## config.mk

```make
export PLATFORM = sky130hd
export DESIGN_NAME = rgmii_rx_dly_cal
export DESIGN_NICKNAME = d
export VERILOG_FILES = /design/src/rtl/rgmii_cal_pkg.sv /design/src/rtl/rgmii_pre_chk.sv /design/src/rtl/rgmii_rx_dly_cal.sv
export SDC_FILE = /design/constraint.sdc
export NUM_CORES = 1
export LEC_CHECK = 0
export CAP_MARGIN = 20
export CORE_MARGIN = 2
export CORE_UTILIZATION = 56
export DETAILED_ROUTE_END_ITERATION = 8
export GPL_TIMING_DRIVEN = 0
export PLACE_DENSITY = 0.76
export SLEW_MARGIN = 20
export SYNTH_ARGS = -nofsm -noshare
export SYNTH_HDL_FRONTEND = slang
export SYNTH_SLANG_ARGS = --single-unit
```

## constraint.sdc

```tcl
create_clock -name gmii_rx_clk -period 2.7 [get_ports gmii_rx_clk]
set_input_delay 0.81 -clock gmii_rx_clk [delete_from_list [all_inputs] [get_ports gmii_rx_clk]]
set_output_delay 0.81 -clock gmii_rx_clk [all_outputs]
set_load 0.01 [all_outputs]
```

## src/rtl/rgmii_cal_pkg.sv

```systemverilog
// RGMII receive delay calibration: shared types and constants.
// Imported by the calibration top level and the preamble checker.
package rgmii_cal_pkg;

  localparam int TAP_W    = 5;
  localparam int NUM_TAPS = 32;

  localparam logic [TAP_W-1:0] LAST_TAP = TAP_W'(NUM_TAPS - 1);

  localparam logic [7:0] PRE_BYTE = 8'h55;
  localparam logic [7:0] SFD_BYTE = 8'hD5;

  typedef enum logic [3:0] {
    ST_IDLE,
    ST_SET_TAP,
    ST_SETTLE,
    ST_ARM,
    ST_SAMPLE,
    ST_EVAL,
    ST_CENTER,
    ST_DONE,
    ST_FAIL
  } cal_state_e;

  // Sweep is busy everywhere except the three resting states.
  function automatic logic is_busy(input cal_state_e s);
    return !(s == ST_IDLE || s == ST_DONE || s == ST_FAIL);
  endfunction

endpackage

```

## src/rtl/rgmii_pre_chk.sv

```systemverilog
// Scores each GMII frame's preamble/SFD while enabled.
// Emits one-cycle frame_good / frame_bad pulses.
module rgmii_pre_chk
  import rgmii_cal_pkg::*;
(
  input  logic       clk,
  input  logic       rst,
  input  logic       en,
  input  logic       dv,
  input  logic [7:0] rxd,
  output logic       frame_good,
  output logic       frame_bad
);

  logic       dv_q, dv_d;
  logic       act_q, act_d;
  logic [2:0] cnt_q, cnt_d;
  logic       good_q, good_d;
  logic       bad_q, bad_d;

  // Frame starts on a dv rise; score settles at SFD or first error.
  always_comb begin
    dv_d   = dv;
    act_d  = act_q;
    cnt_d  = cnt_q;
    good_d = 1'b0;
    bad_d  = 1'b0;
    if (!en) begin
      act_d = 1'b0;
      cnt_d = 3'd0;
    end else if (dv && !dv_q) begin
      if (rxd == PRE_BYTE) begin
        act_d = 1'b1;
        cnt_d = 3'd1;
      end else begin
        bad_d = 1'b1;
        act_d = 1'b0;
        cnt_d = 3'd0;
      end
    end else if (act_q) begin
      if (!dv) begin
        bad_d = 1'b1;
        act_d = 1'b0;
      end else if (rxd == PRE_BYTE) begin
        if (cnt_q == 3'd7) begin
          bad_d = 1'b1;
          act_d = 1'b0;
        end else begin
          cnt_d = cnt_q + 3'd1;
        end
      end else if (rxd == SFD_BYTE) begin
        good_d = 1'b1;
        act_d  = 1'b0;
      end else begin
        bad_d = 1'b1;
        act_d = 1'b0;
      end
    end
  end

  // Checker state and registered result pulses.
  always_ff @(posedge clk) begin
    if (rst) begin
      dv_q   <= 1'b0;
      act_q  <= 1'b0;
      cnt_q  <= 3'd0;
      good_q <= 1'b0;
      bad_q  <= 1'b0;
    end else begin
      dv_q   <= dv_d;
      act_q  <= act_d;
      cnt_q  <= cnt_d;
      good_q <= good_d;
      bad_q  <= bad_d;
    end
  end

  assign frame_good = good_q;
  assign frame_bad  = bad_q;

endmodule

```

## src/rtl/rgmii_rx_dly_cal.sv

```systemverilog
// Sweeps the RGMII RX input delay across all taps, finds the widest
// passing window and parks the tap at its centre.
module rgmii_rx_dly_cal
  import rgmii_cal_pkg::*;
#(
  parameter int FRAMES_PER_TAP = 4,
  parameter int SETTLE_CYCLES  = 16,
  parameter int MIN_WINDOW     = 3,
  parameter int TIMEOUT_CYCLES = 1048576,
  parameter int DEFAULT_TAP    = 0
) (
  input  logic             gmii_rx_clk,
  input  logic             rst,
  input  logic             cal_start,
  input  logic             gmii_rx_dv,
  input  logic [7:0]       gmii_rxd,
  output logic [TAP_W-1:0] in_dly,
  output logic             cal_busy,
  output logic             cal_done,
  output logic             cal_fail,
  output logic [TAP_W-1:0] win_lo,
  output logic [TAP_W-1:0] win_hi
);

  localparam int SW = $clog2(SETTLE_CYCLES + 1);
  localparam int FW = $clog2(FRAMES_PER_TAP + 1);
  localparam int WW = $clog2(TIMEOUT_CYCLES + 1);

  localparam logic [TAP_W-1:0] DEF_TAP = TAP_W'(DEFAULT_TAP);

  cal_state_e       state_q, state_d;
  logic [TAP_W-1:0] tap_q, tap_d;
  logic [SW-1:0]    settle_q, settle_d;
  logic [FW-1:0]    frame_q, frame_d;
  logic [WW-1:0]    wd_q, wd_d;
  logic             pass_q, pass_d;
  logic [TAP_W-1:0] cur_start_q, cur_start_d;
  logic [5:0]       cur_len_q, cur_len_d;
  logic [TAP_W-1:0] best_start_q, best_start_d;
  logic [5:0]       best_len_q, best_len_d;
  logic [TAP_W-1:0] in_dly_q, in_dly_d;
  logic             busy_q, busy_d;
  logic             done_q, done_d;
  logic             fail_q, fail_d;
  logic [TAP_W-1:0] lo_q, lo_d;
  logic [TAP_W-1:0] hi_q, hi_d;

  logic [5:0]       nl;
  logic [TAP_W-1:0] ns;
  logic             frame_good;
  logic             frame_bad;
  logic             chk_en;

  assign chk_en = (state_q == ST_SAMPLE);

  rgmii_pre_chk u_pre_chk (
    .clk        (gmii_rx_clk),
    .rst        (rst),
    .en         (chk_en),
    .dv         (gmii_rx_dv),
    .rxd        (gmii_rxd),
    .frame_good (frame_good),
    .frame_bad  (frame_bad)
  );

  // Sweep sequencer, window tracking and output computation.
  always_comb begin
    state_d      = state_q;
    tap_d        = tap_q;
    settle_d     = settle_q;
    frame_d      = frame_q;
    wd_d         = wd_q;
    pass_d       = pass_q;
    cur_start_d  = cur_start_q;
    cur_len_d    = cur_len_q;
    best_start_d = best_start_q;
    best_len_d   = best_len_q;
    in_dly_d     = in_dly_q;
    done_d       = done_q;
    fail_d       = fail_q;
    lo_d         = lo_q;
    hi_d         = hi_q;
    nl           = cur_len_q;
    ns           = cur_start_q;
    unique case (state_q)
      ST_IDLE, ST_DONE, ST_FAIL: begin
        if (cal_start) begin
          done_d       = 1'b0;
          fail_d       = 1'b0;
          cur_start_d  = '0;
          cur_len_d    = '0;
          best_start_d = '0;
          best_len_d   = '0;
          tap_d        = '0;
          state_d      = ST_SET_TAP;
        end
      end
      ST_SET_TAP: begin
        in_dly_d = tap_q;
        settle_d = '0;
        frame_d  = '0;
        wd_d     = '0;
        state_d  = ST_SETTLE;
      end
      ST_SETTLE: begin
        if (settle_q == SW'(SETTLE_CYCLES - 1))
          state_d = ST_ARM;
        else
          settle_d = settle_q + 1'b1;
      end
      ST_ARM: begin
        if (!gmii_rx_dv)
          state_d = ST_SAMPLE;
      end
      ST_SAMPLE: begin
        wd_d = wd_q + 1'b1;
        if (frame_bad) begin
          pass_d  = 1'b0;
          state_d = ST_EVAL;
        end else if (frame_good &&
                     frame_q == FW'(FRAMES_PER_TAP - 1)) begin
          pass_d  = 1'b1;
          state_d = ST_EVAL;
        end else if (wd_q == WW'(TIMEOUT_CYCLES - 1)) begin
          fail_d   = 1'b1;
          in_dly_d = DEF_TAP;
          lo_d     = '0;
          hi_d     = '0;
          state_d  = ST_FAIL;
        end else if (frame_good) begin
          frame_d = frame_q + 1'b1;
        end
      end
      ST_EVAL: begin
        if (pass_q) begin
          if (cur_len_q == 6'd0)
            ns = tap_q;
          nl = cur_len_q + 6'd1;
        end else begin
          nl = 6'd0;
        end
        cur_start_d = ns;
        cur_len_d   = nl;
        // Strictly greater: ties keep the lower window.
        if (nl > best_len_q) begin
          best_start_d = ns;
          best_len_d   = nl;
        end
        if (tap_q != LAST_TAP) begin
          tap_d   = tap_q + 1'b1;
          state_d = ST_SET_TAP;
        end else begin
          state_d = ST_CENTER;
        end
      end
      ST_CENTER: begin
        if (best_len_q >= 6'(MIN_WINDOW)) begin
          in_dly_d = TAP_W'({1'b0, best_start_q} +
                            ((best_len_q - 6'd1) >> 1));
          lo_d     = best_start_q;
          hi_d     = TAP_W'({1'b0, best_start_q} +
                            best_len_q - 6'd1);
          done_d   = 1'b1;
          state_d  = ST_DONE;
        end else begin
          fail_d   = 1'b1;
          in_dly_d = DEF_TAP;
          lo_d     = '0;
          hi_d     = '0;
          state_d  = ST_FAIL;
        end
      end
      default: state_d = ST_IDLE;
    endcase
    busy_d = is_busy(state_d);
  end

  // State, counters, trackers and registered outputs.
  always_ff @(posedge gmii_rx_clk) begin
    if (rst) begin
      state_q      <= ST_IDLE;
      tap_q        <= '0;
      settle_q     <= '0;
      frame_q      <= '0;
      wd_q         <= '0;
      pass_q       <= 1'b0;
      cur_start_q  <= '0;
      cur_len_q    <= '0;
      best_start_q <= '0;
      best_len_q   <= '0;
      in_dly_q     <= DEF_TAP;
      busy_q       <= 1'b0;
      done_q       <= 1'b0;
      fail_q       <= 1'b0;
      lo_q         <= '0;
      hi_q         <= '0;
    end else begin
      state_q      <= state_d;
      tap_q        <= tap_d;
      settle_q     <= settle_d;
      frame_q      <= frame_d;
      wd_q         <= wd_d;
      pass_q       <= pass_d;
      cur_start_q  <= cur_start_d;
      cur_len_q    <= cur_len_d;
      best_start_q <= best_start_d;
      best_len_q   <= best_len_d;
      in_dly_q     <= in_dly_d;
      busy_q       <= busy_d;
      done_q       <= done_d;
      fail_q       <= fail_d;
      lo_q         <= lo_d;
      hi_q         <= hi_d;
    end
  end

  assign in_dly   = in_dly_q;
  assign cal_busy = busy_q;
  assign cal_done = done_q;
  assign cal_fail = fail_q;
  assign win_lo   = lo_q;
  assign win_hi   = hi_q;

endmodule

```

Word-level counts from Yosys, hierarchy flattened
Index checks and enable logic that the tools add are counted.

storage, ports and cells
  register bits = 86
  input port bits = 12
  output and inout bits = 18
  word-level logic and storage cells = 169

cells by class
  add/sub/neg operators = 10
  magnitude comparators = 2
  equality and inequality tests = 29
  muxes and demuxes = 70
  bitwise gates (word level) = 3
  reduce and logical (&&, ||, !) cells = 34

operators by type and width
  kind                   count
  $mux 5                 12
  $pmux 5 s2             6
  $pmux 21 s2            1
  $mux 3                 10
  $mux 4                 7
  $pmux 4 s7             1
  $mux 6                 4
  $pmux 6 s2             2
  $mux 1                 23
  $ne 2x2->1 const B     11
  $add 21x1->21 const B  1
  $eq 21x20->1 const B   1
  $eq 4x3->1 const B     5
  $reduce_bool 2->1      9
  $pmux 5 s3             1
  $reduce_and 4->1       3
  $add 5x1->5 const B    2
  $add 5x5->5            2
  $reduce_and 3->1       3
  $eq 4x2->1 const B     2
  $eq 4x4->1 const B     2
  $eq 8x7->1 const B     1
  $eq 8x8->1 const B     1
  $logic_not 4->1        2
  other kinds (27)       36

Longest topological paths before layout
Gate-level depths: netlist (run 1).

  depth in word-level cells = 9
  gate-level depth with buffers = 11
  gate-level depth less buffers = 11

Hierarchy
Synthesis (run 1) repeated with hierarchy kept, for this count alone.

unflattened totals
  cell total of the unflattened synthesis = 590
  area, all modules = 4909.7 um^2

modules (own cells, without submodules)
  module            times used  cells each  area each (um^2)  sequential area each (um^2)
  rgmii_rx_dly_cal  1           551         4501.8            1581.5
  rgmii_pre_chk     1           39          407.9             140.1

Worst setup path before layout (run 1)
Ideal clock, no wire load.

  kind = reg2reg
  start = register cur_len_q[2]
  end = register best_len_q[1]
  library setup time = 0.070 ns
  arrival = 2.334 ns
  data required time = 2.630 ns
  path slack = 0.296 ns
  cell stages (with the launch flop) = 12
  path buffers = 1
  period minus slack after synthesis = 2.404 ns
  cell sequence = dfxtp_1 > nand3_1 > o21a_1 > o21ai_0 > inv_1 > ha_1 > nand3_1 > a21oi_1 > o311ai_0 > clkbuf_1 > nand3_1 > a21oi_1

between the ends
  cells in the longest elaborated chain, start to end = 6

RTL lines
  element                     RTL line                 text
  from (decl)                 rgmii_rx_dly_cal.sv:38   logic [5:0] cur_len_q, cur_len_d;
  from (signal assigned)      rgmii_rx_dly_cal.sv:205  cur_len_q <= cur_len_d;
  $add 6x1->6                 rgmii_rx_dly_cal.sv:138  nl = cur_len_q + 6'd1;
  $mux 6                      rgmii_rx_dly_cal.sv:135  if (pass_q) begin
  $mux 6                      rgmii_rx_dly_cal.sv:85   unique case (state_q)
  $gt 6x6->1                  rgmii_rx_dly_cal.sv:145  if (nl > best_len_q) begin
  $ne 2x2->1 (no line)        --
  $reduce_and 3->1 (no line)  --
  to (signal assigned)        rgmii_rx_dly_cal.sv:207  best_len_q <= best_len_d;
  to (decl)                   rgmii_rx_dly_cal.sv:40   logic [5:0] best_len_q, best_len_d;

No other way between the ends. The select of a mux whose other input is x is not followed.
A chain may end at the register's enable or synchronous reset.

Worst setup path in the final report (run 1)
  start = register cur_len_q[1]
  end = register best_start_q[3]

between the ends
  cells in the longest elaborated chain, start to end = 6
  elaborated cells between the ends (all ways) = 11
  classes of those cells = 1 x add/sub; 1 x order compare; 1 x eq/ne; 6 x mux; 2 x reduce/logical

RTL lines
  element                     RTL line                 text
  $add 6x1->6                 rgmii_rx_dly_cal.sv:138
  $mux 6                      rgmii_rx_dly_cal.sv:135
  $mux 6                      rgmii_rx_dly_cal.sv:85
  $gt 6x6->1                  rgmii_rx_dly_cal.sv:145
  $ne 2x2->1 (no line)        --
  $reduce_and 3->1 (no line)  --
  to (signal assigned)        rgmii_rx_dly_cal.sv:206  best_start_q <= best_start_d;
  to (decl)                   rgmii_rx_dly_cal.sv:39   logic [TAP_W-1:0] best_start_q, best_start_d;

Several ways; a longest one is shown, not always the timed one. The select of a mux whose other input is x is not followed.

==> results.toml, run 1 <==
[clock_network]
cts-buffers-inserted = 9
cts_resized = 2
path_clk_slew_ns = 0.09
postCtsSetupBuffers = 0
clock_latency_ns = 0.36
clk_path_buf_depth = 2
cts_sinks = 86
root_buffer = "clkbuf_8"
cts_tree = "done"
cts.htree.levels = 3
postCtsHoldBufs = 0

[detailed_routing]
dr.pass1.iters = 5
route.vias.total = 4601
post_drt_wl_per_cell_microns = 16.2
ant_nets = 0
drtIter0Drc = 193
avgViaCountPerCell = 6.05
routed_wl_microns = 12300
drc = 0

[timing]
finClkSkew_ns = 0.0127
slew-limit-headroom_pct = 31.9
period_needed_ns = 2.50
tightest_slew_ns = 1.01
hold_viol = 0
rsz0062_at_grt = "false"
finalCritPeriodShare_pct = 92.4
max_clock_freq_mhz = 401
hold_ws_ns = 0.452
setup-violations-final = 0
slew_violations = 0

[layout]
area_growth_pct = 13.0
fin_nets = 692
n_fill_cell = 739
n_antenna_cell = 0
final_cell_area_sq_mm = 0.00559
drive_above_1_share_pct = 7.04

[setup_path]
path_max_fanout = 10
start_kind = "flop"
slowest_delay_ns = 0.40
cp-end-kind = "flop"
worst-setup-path-type = "flop to flop"
crit_slowest_cell = "dfxtp_1"
cp.arrival_ns = 2.73
required_ns = 2.93
crit_chain = "ha_1, nand3_1, xnor2_1, and2_1, ha_1, nand3_1, or2_2, o311a_1, buf_2, o211ai_1, a21oi_1"

[grt]
grt_usage_pct = 25.8
grt_max_degree = 15
grt_pass1_wl_microns = 20100
grt_pass1_vias = 4382
antenna_found_initial = 0
overflow = 0

[placement]
dp_hpwl_microns = 9260
postPlaceCellArea_sq_mm = 0.00537
gp_congestion = 0.922
portBuffers = 28

[yosys]
synthMuxAreaShare_pct = 3.08
synth_most_common_cell = "dfxtp_1"
yosysTopAreaCell = "dfxtp_1"
synthXorXnorAreaFrac_pct = 3.18
synth_ff_type = "dfxtp_1"
yosys_warnings = 0
ys_top_cells_by_count = "86 x dfxtp_1, 66 x a21oi_1, 61 x nand2_1"
async_flop_share_pct = 0
syn-cell-area_sq_mm = 0.00495
synth_area_leaders = "dfxtp_1 35%, ha_1 7.6%, a21oi_1 6.7%"
yosys.area_share.adder_pct = 8.39
synth_top_family_by_area = "simple AND/OR/NAND/NOR gates"
netlist.area_leader.share_pct = 34.8
yosysUniqueCellTypes = 64
synth-compound-area-share_pct = 18.3
synth_area_per_cell_sq_um = 8.13
ys_seq_elements = 86
ys_seq_area_share_pct = 34.8
synth_simple_gate_area_share_pct = 26.9
syn_inst = 609
synth_edf_count = 0
synth_nets = 653

[outcome]
status = "completed"

[floorplan]
dieArea_sq_mm = 0.00961
core_area_sq_mm = 0.00864
ios = 30
rows = 34
start_util_pct = 57.3
die_height_microns = 98.0
die_w_microns = 98.0

[job]
maxCapViolCount = 0

[min_path]
hold_class = "flop to flop"

[power_and_ir_drop]
power.density_mw_per_mm2 = 447
p_leak_nw = 1.96
vdd_drop_max_uv = 287
## layer usage
layer,routed length (microns),track usage (%)
met1,5290,31.7
met2,6140,44.6
met3,553,3.94
met4,332,11.5
met5,0,0
## through the flow
step | total power [mW] | setup slack (ns) | TNS (ns) | utilization, % | cells
2_1_floorplan | 1.45 | 0.296 | 0 | - | 609
3_3_place_gp | 1.53 | -0.146 | -0.638 | 62.1 | 745
3_5_place_dp | 1.54 | -0.150 | -0.599 | 62.1 | 745
4_1_cts | 2.50 | 0.113 | 0 | 64.7 | 761
5_1_grt | 2.57 | 0.00267 | 0 | 64.8 | 761
6_report | 2.50 | 0.204 | 0 | 64.8 | 761
## final timing paths
kind,cells after the start,end,slack (ns),startpoint
worst max-delay path,11,best_start_q[3],0.20,cur_len_q[1]
worst min-delay path,1,pass_q,0.45,u_pre_chk.frame_bad
worst max register to register,11,best_start_q[3],0.20,cur_len_q[1]
worst min register to register,1,pass_q,0.45,u_pre_chk.frame_bad
## state kept, by name (all words and copies together), names as in the netlist, 5 cells and up
register / flops
wd_q: 21
best_len_q: 6
cur_len_q: 6
best_start_q: 5
cur_start_q: 5
in_dly: 5
settle_q: 5
tap_q: 5
win_hi: 5
win_lo: 5
## placed cells by master (no fill, tap or decap), types with 3 or more instances in the layout
master,netlist,routed
a211oi_1,4,4
a21boi_0,3,3
a21oi_1,66,66
a22oi_1,3,3
a311oi_1,4,4
a31oi_1,10,10
and2_1,6,6
and3_1,6,6
and4_1,4,4
buf_2,5,5
clkbuf_1,25,24
clkbuf_8,0,12
clkdlybuf4s50_1,0,28
dfxtp_1,86,86
ha_1,30,30
inv_1,32,32
mux2_2,8,8
mux2i_1,4,4
nand2_1,61,61
nand2b_1,6,6
nand3_1,45,45
nand3b_1,4,4
nand4_1,5,5
nor2_1,48,48
nor2b_1,8,8
nor3_1,18,18
nor3b_1,4,4
o211ai_1,7,7
o21ai_0,16,15
o311a_1,4,4
o311ai_0,5,4
o31ai_1,3,3
or2_2,5,5
or3_1,8,8
or4_1,6,6
xnor2_1,11,11
xor2_1,7,7
## kinds of logic after synthesis
group                    Yosys count
AO/OA/AOI/OAI                    143
XOR/XNOR                          18
adder cells (fa/ha/maj)           32
buffers and inverters             65
flip-flops                        86
multiplexers                      14
AND/OR/NAND/NOR                  251
## critical path: cells and delay by family (launching register included)
kind	cells	cell delay, ns
AND/OR/NAND/NOR	4	0.71
adder cells (fa/ha/maj)	2	0.54
AO/OA/AOI/OAI	3	0.41
flip-flops	1	0.40
buffers and inverters	1	0.18
XOR/XNOR	1	0.13
## layout make-up
class	instances	area (sq um)	area share [%]
plain buffers	33	149	2.66
clock buffers	12	165	2.95
clock inverters	4	53.8	0.962
inverters	32	120	2.15
multi-input cells	458	2970	53.1
flip-flops and latches	86	1720	30.8
well taps	108	135	2.42
repair buffers	28	280	5.01
## report_power, final
part           switching (mW)  total (mW)  internal [mW]
sequential             0.0109        1.29           1.28
combinational           0.138       0.217         0.0796
clock                   0.485       0.991          0.505
total                   0.634        2.50           1.87
(Power assumes the default switching activity.)
==> run 2: changes to the inputs <==
--- a/config.mk
+++ b/config.mk
@@ -11,6 +11,7 @@
 export DETAILED_ROUTE_END_ITERATION = 8
 export GPL_TIMING_DRIVEN = 0
 export PLACE_DENSITY = 0.76
+export SKIP_CTS_REPAIR_TIMING = 1
 export SLEW_MARGIN = 20
 export SYNTH_ARGS = -nofsm -noshare
 export SYNTH_HDL_FRONTEND = slang
==> results of run 2 <==
Same layout as run 1: the final DEF is identical, and so are final timing and power.
==> run 3: changes to the inputs <==
--- a/config.mk
+++ b/config.mk
@@ -15,4 +15,5 @@
 export SLEW_MARGIN = 20
 export SYNTH_ARGS = -nofsm -noshare
 export SYNTH_HDL_FRONTEND = slang
+export SYNTH_HIERARCHICAL = 1
 export SYNTH_SLANG_ARGS = --single-unit
==> results.toml, run 3 <==
[outcome]
status = "completed"

[yosys]
synth_edf_count = 0
yosysTopAreaCell = "dfxtp_1"
synth_nets = 634
netlist.area_leader.share_pct = 35.1
yosys_warnings = 6
syn-cell-area_sq_mm = 0.00491
yosysUniqueCellTypes = 73
ys_seq_area_share_pct = 35.1
syn_inst = 590
synth_ff_type = "dfxtp_1"
ys_seq_elements = 86
async_flop_share_pct = 0
synth_area_leaders = "dfxtp_1 35%, ha_1 7.6%, a21oi_1 4.6%"
synth_most_common_cell = "dfxtp_1"
ys_top_cells_by_count = "86 x dfxtp_1, 53 x nor2_1, 45 x a21oi_1"
synth_area_per_cell_sq_um = 8.32

[placement]
dp_hpwl_microns = 9060
gp_congestion = 0.925
postPlaceCellArea_sq_mm = 0.00534
portBuffers = 29
place_inst = 727

[power_and_ir_drop]
power.density_mw_per_mm2 = 413
p_leak_nw = 1.97
vdd_drop_max_uv = 242
power.total_mw = 2.30

[timing]
setup_tns_ns = 0
hold_viol = 0
slew_violations = 0
period_needed_ns = 2.61
tightest_slew_ns = 0.750
slew-limit-headroom_pct = 49.6
max_clock_freq_mhz = 383
finClkSkew_ns = 0.0102
finalCritPeriodShare_pct = 96.8
setup-violations-final = 0

[min_path]
hold_end = "frame_q[2]"
worstHoldStart = "frame_q[2]"
hold_class = "flop to flop"
hold_depth = 2

[detailed_routing]
routed_wl_microns = 12100
avgViaCountPerCell = 6.15
route.vias.total = 4578
drc = 0
dr.pass1.iters = 5
ant_nets = 0
drtIter0Drc = 163
post_drt_wl_per_cell_microns = 16.3

[layout]
n_antenna_cell = 0
fin_nets = 676
n_fill_cell = 752
top_register = "wd_q"
seq_area_sq_mm = 0.00173
area_growth_pct = 13.8
reg_top3 = "wd_q: 21 flops, best_len_q: 6 flops, cur_len_q: 6 flops"
largest_register_ffs = 21
multi_input_area_sq_mm = 0.00296
drive_above_1_share_pct = 9.28
layout_commonest_cell = "dfxtp_1"
mostFrequentLayoutCells = "81 x dfxtp_1, 53 x nor2_1, 44 x a21oi_1"
final_cell_area_sq_mm = 0.00559
fin_cells = 744

[floorplan]
core_area_sq_mm = 0.00859
start_util_pct = 57.1
dieArea_sq_mm = 0.00953
die_w_microns = 97.6
rows = 34
die_height_microns = 97.6
ios = 30

[clock_network]
cts_sinks = 86
clock_latency_ns = 0.36
cts.htree.levels = 3
root_buffer = "clkbuf_8"
clk_path_buf_depth = 2
path_clk_slew_ns = 0.08
cts_tree = "done"
cts-buffers-inserted = 9

[grt]
overflow = 0
grt_pass1_wl_microns = 20000
grt_max_degree = 14
grt_pass1_vias = 4354
antenna_found_initial = 0
grt_usage_pct = 25.7

[setup_path]
crit_cells = 11
ff2ff_path_depth = 11
path_buf_inv = 1
worst-setup-path-type = "flop to flop"
crit_chain = "ha_2, nand3_1, xnor2_1, and2_1, ha_4, nand4_1, o21bai_1, a31o_2, clkbuf_4, a2111o_1, o41ai_1"
cp-end-kind = "flop"
r2r_setup_slack_ns = 0.09
crit_family = "compound AO/OA/AOI/OAI gates"
cp.arrival_ns = 2.87
r2r-end = "best_start_q[2]"
start_kind = "flop"
r2r-start = "cur_len_q[0]"
slowest_delay_ns = 0.42
required_ns = 2.96
crit_slowest_cell = "a2111o_1"
path_max_fanout = 10

[job]
maxCapViolCount = 0
==> run 3: per-layer routing <==
| layer | up-vias | GRT usage [%] | routed length (microns) |
|---|---|---|---|
| met5 | - | 0 | 0 |
| met2 | 129 | 45.3 | 6210 |
| met4 | 0 | 11.6 | 410 |
| met3 | 39 | 4.24 | 516 |
| met1 | 2199 | 30.5 | 5000 |
| li1 | 2211 | - | - |
==> run 3: final cells by class <==
type	count	share of cell area [%]
inverters	39	2.62
multi-input cells	432	53.0
flip-flops and latches	86	31.0
clock inverters	4	0.426
clock buffers	11	2.53
plain buffers	33	2.60
well taps	108	2.42
repair buffers	31	5.46
==> run 3: how the worst max path moves through the flow <==
| stage | start | to | slack (ns) |
|---|---|---|---|
| final | cur_len_q[0] | best_start_q[2] | 0.09 |
| after global routing | cur_len_q[0] | best_start_q[2] | -0.03 |
| after CTS | state_q[0] | best_start_q[2] | -0.13 |
| after detailed placement | cal_start | cur_start_q[2] | -0.22 |
| after global placement | cal_start | cur_start_q[1] | -0.16 |
| after floorplan | cur_len_q[0] | best_start_q[1] | 0.24 |
==> run 3: power breakdown <==
group          switching, mW  internal (mW)  leakage, nW
clock                  0.449          0.352       0.0889
sequential           0.00878           1.28        0.697
combinational          0.137         0.0778         1.18
==> run 3: cell families after synthesis <==
family | Yosys count | synth area share, %
and+or+nand+nor | 231 | 25.5
AOI/OAI and AO/OA | 139 | 19.3
DFF | 86 | 35.1
buffers and inverters | 72 | 5.81
adders and majority gates | 32 | 8.46
xor gates and xnor gates | 18 | 3.21
muxes | 12 | 2.62
==> run 3: metrics by stage <==
step                setup slack, ns  hold WS [ns]  util [%]
global placement             -0.164         0.453      62.1
floorplan                     0.237         0.440         -
global route                -0.0294         0.504      65.0
CTS                          -0.134         0.469      64.0
detailed placement           -0.222         0.458      62.1
finish                       0.0866         0.465      65.0
==> run 3: worst reg2reg max path, delay by kind of cell (launching register included) <==
kind / cells / cell delay, ns
buffers and inverters: 1 / 0.19
and+or+nand+nor: 3 / 0.38
adders and majority gates: 2 / 0.47
DFF: 1 / 0.38
xor gates and xnor gates: 1 / 0.13
AOI/OAI and AO/OA: 4 / 0.95
